`config.mk`:
```
export PLATFORM = sky130hd
export DESIGN_NAME = imem_loader
export DESIGN_NICKNAME = d
export VERILOG_FILES = /design/src/rtl/imem_loader_pkg.sv /design/src/rtl/imem_loader_word_packer.sv /design/src/rtl/imem_loader.sv
export SDC_FILE = /design/constraint.sdc
export NUM_CORES = 1
export LEC_CHECK = 0
export CAP_MARGIN = 40
export CORE_UTILIZATION = 25
export DETAILED_ROUTE_END_ITERATION = 12
export PLACE_DENSITY = 0.51
export REMOVE_ABC_BUFFERS = 1
export SLEW_MARGIN = 20
export SYNTH_ARGS = -nofsm -noshare
export SYNTH_HDL_FRONTEND = slang
export SYNTH_SLANG_ARGS = --single-unit
```
`constraint.sdc`:
```
create_clock -name clk -period 11.45 [get_ports clk]
set_input_delay 1.7175 -clock clk [delete_from_list [all_inputs] [get_ports clk]]
set_output_delay 1.7175 -clock clk [all_outputs]
set_load 0.02 [all_outputs]
```
`src/rtl/imem_loader_pkg.sv`:
```
// Shared definitions for the instruction-memory boot loader.
// The IMEM_LOADER_CHECKSUM_EN macro (see imem_loader.sv) enables the CHK state.
package imem_loader_pkg;

  typedef enum logic [2:0] {
    ST_IDLE   = 3'd0,
    ST_HDR_HI = 3'd1,
    ST_HDR_LO = 3'd2,
    ST_DATA   = 3'd3,
    ST_CHK    = 3'd4,
    ST_DONE   = 3'd5,
    ST_ERR    = 3'd6
  } loader_state_e;

  localparam logic [1:0] ERR_NONE     = 2'd0;
  localparam logic [1:0] ERR_LENGTH   = 2'd1;
  localparam logic [1:0] ERR_TIMEOUT  = 2'd2;
  localparam logic [1:0] ERR_CHECKSUM = 2'd3;

  localparam int DEF_ADDR_W = 9;
  localparam int DEF_DEPTH  = 512;

endpackage

```
`src/rtl/imem_loader_word_packer.sv`:
```
// Collects four stream bytes into one 32-bit word; word_o already includes the
// byte being accepted so the parent can register the finished word on that edge.
module word_packer
  import imem_loader_pkg::*;
#(
  parameter bit BIG_ENDIAN = 1'b1
) (
  input  logic        clk,
  input  logic        reset,
  input  logic        clear_i,
  input  logic        byte_valid_i,
  input  logic [7:0]  byte_i,
  output logic [31:0] word_o,
  output logic        word_complete_o
);

  logic [1:0]  idx_q, idx_d;
  logic [31:0] shift_q, shift_d;

  // Big-endian shifts left so the first byte ends in [31:24]; little-endian
  // shifts right so the first byte ends in [7:0].
  always_comb begin
    if (BIG_ENDIAN) begin
      word_o = {shift_q[23:0], byte_i};
    end else begin
      word_o = {byte_i, shift_q[31:8]};
    end
    idx_d   = idx_q;
    shift_d = shift_q;
    if (clear_i) begin
      idx_d   = '0;
      shift_d = '0;
    end else if (byte_valid_i) begin
      idx_d   = idx_q + 2'd1;
      shift_d = word_o;
    end
  end

  assign word_complete_o = byte_valid_i && (idx_q == 2'd3);

  always_ff @(posedge clk or posedge reset) begin
    if (reset) begin
      idx_q   <= '0;
      shift_q <= '0;
    end else begin
      idx_q   <= idx_d;
      shift_q <= shift_d;
    end
  end

endmodule

```
`src/rtl/imem_loader.sv`:
```
// Boot loader that fills the instruction memory from a byte stream and holds the
// core in reset until the image is complete. Define IMEM_LOADER_CHECKSUM_EN for a trailing XOR byte.
module imem_loader
  import imem_loader_pkg::*;
#(
  parameter int          ADDR_W      = DEF_ADDR_W,
  parameter int          DEPTH       = DEF_DEPTH,
  parameter bit          BIG_ENDIAN  = 1'b1,
  parameter int unsigned TIMEOUT_CYC = 1000000
) (
  input  logic              clk,
  input  logic              reset,
  input  logic              start,
  input  logic [7:0]        in_data,
  input  logic              in_valid,
  output logic              in_ready,
  output logic              wr_en,
  output logic [ADDR_W-1:0] wr_addr,
  output logic [31:0]       wr_data,
  output logic              busy,
  output logic              done,
  output logic              err,
  output logic [1:0]        err_code,
  output logic [ADDR_W:0]   words_loaded,
  output logic              cpu_hold
);

  localparam int TO_W = $clog2(TIMEOUT_CYC + 2);

  loader_state_e     state_q, state_d;
  logic [15:0]       len_q, len_d;
  logic [ADDR_W:0]   words_q, words_d;
  logic [TO_W-1:0]   to_cnt_q, to_cnt_d;
  logic              wr_en_q, wr_en_d;
  logic [ADDR_W-1:0] wr_addr_q, wr_addr_d;
  logic [31:0]       wr_data_q, wr_data_d;
  logic [1:0]        err_code_q, err_code_d;
  logic              cpu_hold_q, cpu_hold_d;

  logic              accept;
  logic              data_accept;
  logic              start_ok;
  logic              timeout_hit;
  logic [15:0]       hdr_n;
  logic [ADDR_W:0]   words_inc;
  logic [TO_W-1:0]   to_cnt_inc;
  logic [31:0]       packed_word;
  logic              word_complete;

`ifdef IMEM_LOADER_CHECKSUM_EN
  logic [7:0] chk_q, chk_d;
`endif

  assign in_ready    = state_q inside {ST_HDR_HI, ST_HDR_LO, ST_DATA, ST_CHK};
  assign busy        = in_ready;
  assign done        = (state_q == ST_DONE);
  assign err         = (state_q == ST_ERR);
  assign accept      = in_valid && in_ready;
  assign data_accept = accept && (state_q == ST_DATA);
  assign start_ok    = start && !busy;
  assign hdr_n       = {len_q[15:8], in_data};
  assign words_inc   = words_q + 1'b1;
  assign to_cnt_inc  = to_cnt_q + 1'b1;
  assign timeout_hit = (TIMEOUT_CYC != 0) && in_ready && !accept &&
                       (to_cnt_inc == TO_W'(TIMEOUT_CYC));

  assign wr_en        = wr_en_q;
  assign wr_addr      = wr_addr_q;
  assign wr_data      = wr_data_q;
  assign err_code     = err_code_q;
  assign words_loaded = words_q;
  assign cpu_hold     = cpu_hold_q;

  word_packer #(
    .BIG_ENDIAN(BIG_ENDIAN)
  ) u_packer (
    .clk            (clk),
    .reset          (reset),
    .clear_i        (start_ok),
    .byte_valid_i   (data_accept),
    .byte_i         (in_data),
    .word_o         (packed_word),
    .word_complete_o(word_complete)
  );

  // Next-state logic; a timeout only fires on a cycle without an accepted byte,
  // so a byte arriving on the deadline edge still wins.
  always_comb begin
    state_d    = state_q;
    len_d      = len_q;
    words_d    = words_q;
    to_cnt_d   = '0;
    wr_en_d    = 1'b0;
    wr_addr_d  = wr_addr_q;
    wr_data_d  = wr_data_q;
    err_code_d = err_code_q;
    cpu_hold_d = cpu_hold_q;
`ifdef IMEM_LOADER_CHECKSUM_EN
    chk_d      = chk_q;
`endif

    if (in_ready && !accept) begin
      to_cnt_d = to_cnt_inc;
    end

    case (state_q)
      ST_IDLE, ST_DONE, ST_ERR: begin
        if (start) begin
          state_d    = ST_HDR_HI;
          len_d      = '0;
          words_d    = '0;
          err_code_d = ERR_NONE;
          cpu_hold_d = 1'b1;
`ifdef IMEM_LOADER_CHECKSUM_EN
          chk_d      = '0;
`endif
        end else if (state_q == ST_DONE) begin
          cpu_hold_d = 1'b0;
        end
      end
      ST_HDR_HI: begin
        if (accept) begin
          len_d[15:8] = in_data;
          state_d     = ST_HDR_LO;
        end
      end
      ST_HDR_LO: begin
        if (accept) begin
          len_d = hdr_n;
          if (hdr_n == 16'd0) begin
            state_d = ST_DONE;
          end else if (int'(hdr_n) > DEPTH) begin
            state_d    = ST_ERR;
            err_code_d = ERR_LENGTH;
          end else begin
            state_d = ST_DATA;
          end
        end
      end
      ST_DATA: begin
`ifdef IMEM_LOADER_CHECKSUM_EN
        if (accept) begin
          chk_d = chk_q ^ in_data;
        end
`endif
        if (word_complete) begin
          wr_en_d   = 1'b1;
          wr_addr_d = words_q[ADDR_W-1:0];
          wr_data_d = packed_word;
          words_d   = words_inc;
          if (16'(words_inc) == len_q) begin
`ifdef IMEM_LOADER_CHECKSUM_EN
            state_d = ST_CHK;
`else
            state_d = ST_DONE;
`endif
          end
        end
      end
      ST_CHK: begin
`ifdef IMEM_LOADER_CHECKSUM_EN
        if (accept) begin
          if (in_data == chk_q) begin
            state_d = ST_DONE;
          end else begin
            state_d    = ST_ERR;
            err_code_d = ERR_CHECKSUM;
          end
        end
`else
        state_d = ST_IDLE;
`endif
      end
      default: begin
        state_d = ST_IDLE;
      end
    endcase

    if (timeout_hit) begin
      state_d    = ST_ERR;
      err_code_d = ERR_TIMEOUT;
    end
  end

  always_ff @(posedge clk or posedge reset) begin
    if (reset) begin
      state_q    <= ST_IDLE;
      len_q      <= '0;
      words_q    <= '0;
      to_cnt_q   <= '0;
      wr_en_q    <= 1'b0;
      wr_addr_q  <= '0;
      wr_data_q  <= '0;
      err_code_q <= ERR_NONE;
      cpu_hold_q <= 1'b1;
    end else begin
      state_q    <= state_d;
      len_q      <= len_d;
      words_q    <= words_d;
      to_cnt_q   <= to_cnt_d;
      wr_en_q    <= wr_en_d;
      wr_addr_q  <= wr_addr_d;
      wr_data_q  <= wr_data_d;
      err_code_q <= err_code_d;
      cpu_hold_q <= cpu_hold_d;
    end
  end

`ifdef IMEM_LOADER_CHECKSUM_EN
  always_ff @(posedge clk or posedge reset) begin
    if (reset) begin
      chk_q <= '0;
    end else begin
      chk_q <= chk_d;
    end
  end
`endif

endmodule

```
==> results of run 1 <==
[layer usage]
| metal | vias to the layer above | global-route usage |
|---|---|---|
| li1 | 2314 | - |
| met5 | - | 0 |
| met2 | 60 | 0.203 |
| met3 | 8 | 0.0330 |
| met4 | 0 | 0.0357 |
| met1 | 2189 | 0.174 |
[synthesized netlist by cell type (all sizes together), types with 4 or more instances]
cell	count	area, sq um
nand4	9	56.3
and3	4	26.3
xnor2	17	149
o21ai	31	155
nor2b	7	43.8
and4	4	40.0
or3	5	33.8
inv	18	67.6
o22ai	5	31.3
dfrtp	119	2980
nor2	30	113
buf	14	108
nand3	25	138
ha	4	50.1
o31ai	4	30.0
clkbuf	26	97.6
and2	7	43.8
nor3	9	45.0
a21oi	41	205
nor4	9	56.3
nand2	218	833
xor2	12	105
[flip-flops by register name (all words and copies together), names as in the netlist]
signal and flops:
err_code 2, u_packer.idx_q 2, len_q 16, cpu_hold 1, u_packer.shift_q 24, words_loaded 10
wr_addr 9, wr_en 1, wr_data 32, to_cnt_q 20, state_q 3
[worst max-delay path by stage]
stage / slack [ns] / cells after the start / endpoint
floorplan: 6.55 / 1 / err_code[0]
global placement: 6.48 / 10 / words_loaded[9]
detailed placement: 6.43 / 10 / words_loaded[9]
CTS: 6.86 / 10 / words_loaded[9]
global route: 6.73 / 9 / state_q[1]
finish: 7.02 / 9 / state_q[1]
[power breakdown]
group / internal, W / total, W / switching [W]
Sequential: 0.000494 / 0.000566 / 0.0000724
Combinational: 0.000144 / 0.000355 / 0.000211
Clock: 0.000309 / 0.000517 / 0.000208
[worst register-to-register path, stage by stage, from the launching register on]
cell and delay [ns]:
dfrtp_1 0.53, and4b_1 0.31, buf_4 0.28, nand2_2 0.36
buf_4 0.37, or4_1 0.58, nor4_1 0.32, o2bb2ai_1 0.16
nand2_1 0.06
[layout make-up]
cell class / instances / share of cell area
repair buffers: 78 / 0.112
inverters: 18 / 0.00955
well taps: 285 / 0.0486
flip-flops and latches: 120 / 0.409
multi-input cells: 481 / 0.341
clock buffers: 18 / 0.0599
clock inverters: 14 / 0.0188
[cells by family after synthesis]
kind of cell    synth area share
mux                      0.00541
buf+inv                   0.0472
fa+ha+maj                0.00866
flops                      0.520
xor+xnor                  0.0440
simple gates               0.266
compound gates             0.109
[through the flow]
stage / total power [W] / util / setup slack, ns / hold slack [ns] / std cells
after floorplan: 0.000795 / - / 6.55 / 0.439 / 619
after global placement: 0.000920 / 0.294 / 6.48 / 0.454 / 977
after detailed placement: 0.000932 / 0.296 / 6.43 / 0.463 / 980
after CTS: 0.00146 / 0.322 / 6.86 / 0.477 / 1012
after global routing: 0.00153 / 0.324 / 6.73 / 0.497 / 1014
final: 0.00144 / 0.324 / 7.02 / 0.469 / 1014
[placed cells by master, fill, tap and decap left out, types with 12 or more instances in the layout]
cell type,count
nor2_1,30
xor2_1,12
nand3_1,24
nand2_1,215
dfrtp_1,119
o21ai_1,23
clkbuf_16,17
a21oi_1,41
clkdlybuf4s50_1,70
inv_1,16
xnor2_1,17
==> metrics.csv, run 1 <==
stage,metric,value,unit
global_routing,grt-ovfl-total,0,
die,floorplan.die_area,23700,sq um
final_layout,fin_area,7340,sq um
final_layout,nNetsFinal,732,
critical_path,r2r_start,state_q[2],
synth,synth_edf_count,0,
clocking,clk_pin_slew,0.06,ns
drt,drcViolationCount,0,
final_layout,num-fill-cells,2333,
critical_path,cpPeakStageDelay,0.63,ns
clocking,ctsLongestPathBuffers,2,
drt,drtIter0Drc,280,
power,ir_drop,0.000108,V
global_routing,grt_pass1_wl,24.3,mm
clocking,clock_latency,0.41,ns
critical_path,critPathRequiredTime,11.73,ns
synth,synthFlopType,dfrtp_1,
critical_path,reg2reg_to,state_q[1],
final_layout,drive_gt1_frac,0.0823,
drt,topRoutingLayerUsed,met4,
die,num_io_pins,71,
sta,fin_tns_setup,0,ns
critical_path,crit_type,in -> reg,
critical_path,cp-startpoint,in_valid,
min_path,hold_class,reg -> reg,
power,power_density,196,nW/um^2
synth,ys_ff_latch,120,
drt,wl_met3,387,um
synth,syn-mean-instance-area,8.77,sq um
critical_path,reg2reg_slack,8.36,ns
critical_path,path_cells,clkdlybuf4s50_1 -> and4b_1 -> buf_4 -> nand2_2 -> buf_4 -> or4_1 -> nor4_1 -> o2bb2ai_1 -> nand2_1,
final_layout,multi_input_area,2500,sq um
sta,fmax,0.226,GHz
drt,viasPerCell,4.51,
clocking,ctsResizeCount,0,
sta,drv_slew,0,
final_layout,diodes,0,
sta,setup_viol,0,
critical_path,path_delay_family,simple AND/OR/NAND/NOR gates,
place,post-dp-hpwl,9.84,mm
status,status,"finished, final reports clean",
sta,clock_skew,0.0143,ns
drt,wirelength,14.3,mm
critical_path,crit_path_end_kind,flop,
die,core,22600,sq um
global_routing,antenna_found_initial,0,
place,gp_congestion,0.748,
final_layout,syn2layout_area_growth,27.0,%
drt,antenna_left,0,
critical_path,cp-start-kind,input pin,
place,placed_area,6710,sq um
final_layout,regArea,3000,sq um
place,portBuffers,70,
clocking,cts_buffers,17,
drt,vias,4571,
min_path,hold_depth,2,
critical_path,arrival,4.70,ns
power,p_leak,3.21,nW
critical_path,cp_slowest_cell,clkdlybuf4s50_1,
synth,synth_seq_area_share,0.520,
drt,dr_wl_met2,6.76,mm
drt,m1WireLength,7.08,mm
critical_path,r2r_cells,8,
synth,async_flop_share,1.00,
sta,final.min_clock_period,4.43,ns
die,die_w,154,um
die,start_util,0.255,
run,drv_cap,0,
die,rows,55,
global_routing,grt_pass1_vias,4496,
synth,yosys_warnings,0,
synth,synthCells,659,
sta,tightest_slew,0.652,ns
global_routing,grt_max_degree,58,
sta,final.period_utilization,0.387,
critical_path,cp_common_cell,buf_4,
critical_path,critPathMaxFanout,33,
clocking,cts_sinks,120,
synth,synth.distinct_cells,64,
drt,wl_per_cell,14.1,um
clocking,postCtsSetupBuffers,0,
min_path,min_from,err_code[1],
synth,syn_area,5780,sq um
die,die_h,154,um
clocking,cts_tree,done,
min_path,min_to,err_code[1],
clocking,cts_hold_buf,0,
sta,slew_headroom,0.564,
critical_path,crit_buf_inv,3,
clocking,cts-root-buf,clkbuf_16,
clocking,cts_max_level,4,
sta,rsz0062_at_grt,false,
sta,hold_viol_final,0,
global_routing,grt_usage,0.129,
drt,drt_first_pass_iters,4,
(Power assumes the default switching activity.)
==> run 2, diff against run 1 <==
--- a/config.mk
+++ b/config.mk
@@ -8,7 +8,7 @@
 export CAP_MARGIN = 40
 export CORE_UTILIZATION = 25
 export DETAILED_ROUTE_END_ITERATION = 12
-export PLACE_DENSITY = 0.51
+export PLACE_DENSITY = 0.53
 export REMOVE_ABC_BUFFERS = 1
 export SLEW_MARGIN = 20
 export SYNTH_ARGS = -nofsm -noshare
==> constraint.sdc (replaced) <==
create_clock -name clk -period 3.75 [get_ports clk]
set_input_delay 0.5625 -clock clk [delete_from_list [all_inputs] [get_ports clk]]
set_output_delay 0.5625 -clock clk [all_outputs]
set_load 0.02 [all_outputs]
==> run 2 against run 1 <==
Global-route usage grew 0.40 points. Clock power rose to 3.0 times the previous value. Die area is the same. Sequential share of layout area grew 0.31 points. Worst hold slack worse by 0.011 ns. Final cell count barely moved. Combinational power grew to 3.0 times the previous value. Non-clock buffer count grew 1. Clock skew down 0.0060 ns. Via count is 2.6% higher. Critical path depth decreased by 6. Critical endpoint is now busy.
==> metrics.csv, run 2 (synthesis gave the netlist of run 1 again) <==
stage,metric,value,unit
status,status,"finished, final reports clean",
die,floorplan.die_area,23700,sq um
critical_path,critPathRequiredTime,3.19,ns
die,rows,55,
final_layout,syn2layout_area_growth,26.1,%
clocking,cts_buffers,17,
die,die_h,154,um
sta,fmax,0.363,GHz
clocking,ctsResizeCount,0,
drt,drcViolationCount,0,
place,post-dp-hpwl,9.79,mm
drt,viasPerCell,4.62,
die,num_io_pins,71,
die,start_util,0.255,
critical_path,cp_slowest_cell,clkdlybuf4s50_1,
power,p_leak,3.18,nW
critical_path,reg2reg_slack,1.19,ns
sta,hold_viol_final,0,
final_layout,largest_reg_flops,32,
drt,wl_per_cell,14.4,um
critical_path,cpPeakStageDelay,0.67,ns
sta,fin_tns_setup,0,ns
final_layout,drive_gt1_frac,0.0822,
sta,tightest_slew,0.709,ns
critical_path,arrival,2.19,ns
global_routing,antenna_found_initial,0,
critical_path,critPathMaxFanout,13,
global_routing,grt_pass1_vias,4615,
min_path,min_from,u_packer.shift_q[22],
critical_path,path_delay_family,buffers and inverters,
global_routing,grt-ovfl-total,0,
global_routing,grt_pass1_wl,24.9,mm
place,portBuffers,70,
sta,setup_viol,0,
global_routing,grt_max_degree,55,
sta,final.min_clock_period,2.75,ns
sta,drv_slew,0,
critical_path,crit_type,reg -> out,
global_routing,grt_usage,0.133,
critical_path,cp-start-kind,flop,
critical_path,crit_buf_inv,1,
min_path,hold_depth,2,
clocking,clock_latency,0.42,ns
drt,drtIter0Drc,289,
sta,final.period_utilization,0.734,
min_path,hold_class,reg -> reg,
die,die_w,154,um
power,power_density,599,nW/um^2
clocking,ctsLongestPathBuffers,2,
final_layout,layout_commonest_cell,nand2_1,
sta,rsz0062_at_grt,false,
critical_path,reg2reg_to,state_q[0],
min_path,min_to,wr_data[30],
drt,wirelength,14.7,mm
final_layout,final_util,0.322,
final_layout,layout_common_cells,"nand2_1, dfrtp_1, clkdlybuf4s50_1",
clocking,cts_sinks,120,
critical_path,r2r_start,to_cnt_q[0],
critical_path,path_cells,o21a_1 -> nor2_1 -> clkdlybuf4s50_1,
critical_path,r2r_cells,7,
drt,vias,4690,
clocking,cts-root-buf,clkbuf_16,
run,drv_cap,0,
clocking,cts_tree,done,
final_layout,nNetsFinal,733,
critical_path,crit_path_end_kind,output pin,
clocking,clk_pin_slew,0.06,ns
clocking,cts_hold_buf,0,
drt,antenna_left,0,
sta,slew_headroom,0.527,
final_layout,diodes,0,
place,gp_congestion,0.755,
sta,clock_skew,0.00830,ns
critical_path,worstSetupPathDepth,3,
die,core,22600,sq um
clocking,cts_max_level,4,
clocking,postCtsSetupBuffers,0,
drt,drt_first_pass_iters,4,
power,ir_drop,0.000350,V
-- run 2: cell types whose count changed in the layout (fill, tap and decap cells not counted), moves of 2 or more --
cell | before | now
buf_16 | 2 | 0
inv_6 | 5 | 3
clkinvlp_4 | 2 | 4
clkinv_4 | 5 | 3
buf_4 | 3 | 8
-- run 2: through the flow --
| stage | instances | setup slack (ns) | power (W) | area (sq um) | hold slack, ns |
|---|---|---|---|---|---|
| finish | 1015 | 0.998 | 0.00437 | 7280 | 0.459 |
| global route | 1015 | 0.848 | 0.00464 | 7280 | 0.493 |
| CTS | 1015 | 0.988 | 0.00442 | 7280 | 0.464 |
| detailed placement | 983 | 0.927 | 0.00284 | 6720 | 0.455 |
| global placement | 983 | 0.980 | 0.00283 | 6720 | 0.453 |
| floorplan | 619 | 0.00333 | 0.00243 | 5570 | 0.439 |
-- run 2: where the power goes --
part           switching [W]  internal, W
Clock               0.000626     0.000933
Sequential          0.000218      0.00151
Combinational       0.000650     0.000429
Total                0.00149      0.00287
-- run 2: worst max path at each step --
stage	start	to	slack, ns
6_report	state_q[0]	busy	1.0
5_1_grt	state_q[0]	busy	0.85
4_1_cts	state_q[0]	busy	0.99
3_5_place_dp	in_valid	state_q[1]	0.93
3_3_place_gp	in_valid	words_loaded[9]	0.98
2_1_floorplan	reset	err_code[0]	0.003
-- run 2: area by class of cell --
| type | count | area (sq um) |
|---|---|---|
| fill | 2339 | 15400 |
| sequential | 120 | 3000 |
| multi-input combinational | 481 | 2500 |
| timing repair buffer | 79 | 781 |
| clock buffer | 19 | 443 |
| tap | 285 | 357 |
| clock inverter | 13 | 123 |
| inverter | 18 | 70.1 |
-- run 2: worst min-delay path, cell delays in order, from the launching register on --
cell,delay (ns)
dfrtp_1,0.34
nand2_1,0.05
nand2_1,0.05
-- run 2: per-layer routing --
layer	GRT usage	vias to the layer above	share of wire	routed length (um)
met1	0.175	2267	0.48	7050
met2	0.215	78	0.47	6840
met3	0.0282	18	0.038	553
li1	-	2327	-	-
met5	0	-	0	0
met4	0.0471	0	0.014	209
==> run 3, diff against run 2 <==
--- a/config.mk
+++ b/config.mk
@@ -8,7 +8,7 @@
 export CAP_MARGIN = 40
 export CORE_UTILIZATION = 25
 export DETAILED_ROUTE_END_ITERATION = 12
-export PLACE_DENSITY = 0.53
+export PLACE_DENSITY = 0.51
 export REMOVE_ABC_BUFFERS = 1
 export SLEW_MARGIN = 20
 export SYNTH_ARGS = -nofsm -noshare
==> constraint.sdc (replaced) <==
create_clock -name clk -period 2.8 [get_ports clk]
set_input_delay 0.42 -clock clk [delete_from_list [all_inputs] [get_ports clk]]
set_output_delay 0.42 -clock clk [all_outputs]
set_load 0.02 [all_outputs]
==> run 3 against run 2 <==
Global-route usage increased by 0.34 points. Sequential share of layout area decreased by 1.0 points. Combinational power increased by 47%. Critical path type unchanged. Largest cell class unchanged. Largest power group is now the clock network. Highest routed layer unchanged.
==> metrics.csv, run 3 (synthesis gave the netlist of run 1 again) <==
stage,metric,value,unit
min_path,hold_class,in -> async,
drt,drt_first_pass_iters,4,
sta,worst_slack,0.212,ns
power,p_sw_frac,0.337,
die,die_h,154,um
global_routing,grt.busiest_layer,met2,
clocking,cts_tree,done,
power,p_int,0.00410,W
sta,rsz0062_at_grt,false,
clocking,cts_max_level,4,
clocking,cts_hold_buf,0,
die,start_util,0.255,
critical_path,crit_path_end_kind,output pin,
critical_path,reg2reg_slack,0.45,ns
critical_path,arrival,2.17,ns
sta,fmax,0.386,GHz
power,seqPwrFrac,0.364,
clocking,clock_latency,0.41,ns
final_layout,syn2layout_area_growth,29.3,%
die,die_w,154,um
clocking,ctsResizeCount,0,
power,power.net_switching,0.00208,W
die,core,22600,sq um
clocking,cts_sinks,120,
sta,fin_tns_setup,0,ns
clocking,ctsLongestPathBuffers,2,
power,power_density,827,nW/um^2
critical_path,critPathRequiredTime,2.38,ns
sta,final.period_utilization,0.924,
final_layout,drive_gt1_frac,0.102,
power,p_leak,3.30,nW
global_routing,grt_use_met1,0.175,
run,drv_cap,0,
place,portBuffers,70,
global_routing,grt_max_degree,51,
global_routing,grt_pass1_vias,4822,
global_routing,antenna_found_initial,0,
final_layout,largest_reg_flops,32,
clocking,cts_buffers,17,
global_routing,grtUsageMet3,0.0307,
final_layout,diodes,0,
drt,drtIter0Drc,387,
drt,vias,4680,
sta,setup_viol,0,
critical_path,cp-start-kind,flop,
sta,clock_skew,0.0110,ns
place,post-dp-hpwl,10.3,mm
global_routing,grt_pass1_wl,25.4,mm
sta,drv_slew,0,
sta,final.min_clock_period,2.59,ns
critical_path,critPathMaxFanout,13,
final_layout,nNetsFinal,748,
drt,drcViolationCount,0,
global_routing,grt-ovfl-total,0,
status,status,"finished, final reports clean",
final_layout,layout_commonest_cell,nand2_1,
final_layout,final_util,0.330,
final_layout,layout_common_cells,"nand2_1, dfrtp_1, clkdlybuf4s50_1",
global_routing,gr-usage-met2,0.229,
drt,viasPerCell,4.54,
clocking,postCtsSetupBuffers,0,
power,clkPwrFrac,0.379,
place,gp_congestion,0.755,
sta,tightest_slew,0.506,ns
die,floorplan.die_area,23700,sq um
sta,slew_headroom,0.662,
drt,antenna_left,0,
die,rows,55,
critical_path,crit_type,reg -> out,
power,power_frac_comb,0.257,
global_routing,grt_usage,0.136,
drt,wl_per_cell,14.5,um
final_layout,num-fill-cells,2366,
clocking,clk_pin_slew,0.06,ns
place,preCtsSetupSlack,0.228,ns
die,num_io_pins,71,
drt,wirelength,14.9,mm
power,ir_drop,0.000399,V
sta,hold_viol_final,0,
clocking,cts-root-buf,clkbuf_16,
## run 3: critical path, cell delays in order, from the launching register on
cell and delay [ns]:
dfrtp_1 0.51, o21a_1 0.28, nor2_1 0.30, clkdlybuf4s50_1 0.67
## run 3: layout make-up
cell class / instances / area (sq um) / area share
flip-flops and latches: 120 / 3000 / 0.402
multi-input cells: 481 / 2500 / 0.335
well taps: 285 / 357 / 0.0477
inverters: 18 / 70.1 / 0.00938
clock inverters: 15 / 204 / 0.0273
repair buffers: 94 / 906 / 0.121
clock buffers: 17 / 425 / 0.0569
## run 3: metal layers
metal,vias to the layer above,routed length (um)
li1,2359,-
met1,2252,7010
met2,64,7330
met3,5,467
met4,0,104
met5,-,0
## run 3: worst paths after layout
kind / from / to / cells after the start
min in group clk: u_packer.shift_q[21] / wr_data[29] / 2
worst max register to register: to_cnt_q[0] / state_q[0] / 7
worst min-delay path: reset / wr_data[29] / 2
worst max-delay path: state_q[0] / in_ready / 3
max in group asynchronous: reset / cpu_hold / 3
worst min register to register: u_packer.shift_q[21] / wr_data[29] / 2
## run 3: power groups by stage
| stage | combinational (W) | sequential (W) | clock, W |
|---|---|---|---|
| final | 0.00159 | 0.00225 | 0.00234 |
| after global routing | 0.00179 | 0.00230 | 0.00248 |
| after CTS | 0.00160 | 0.00226 | 0.00240 |
| after detailed placement | 0.00159 | 0.00229 | 0 |
| after global placement | 0.00160 | 0.00229 | 0 |
| after floorplan | 0.000936 | 0.00231 | 0 |
## run 3: metrics by stage
stage,total power (W),cell area [sq um],hold WS [ns],instances
6_report,0.00618,7470,0.376,1030
5_1_grt,0.00657,7470,0.419,1030
4_1_cts,0.00626,7470,0.385,1030
3_5_place_dp,0.00388,6840,0.452,998
3_3_place_gp,0.00388,6840,0.449,998
2_1_floorplan,0.00325,5570,0.439,619
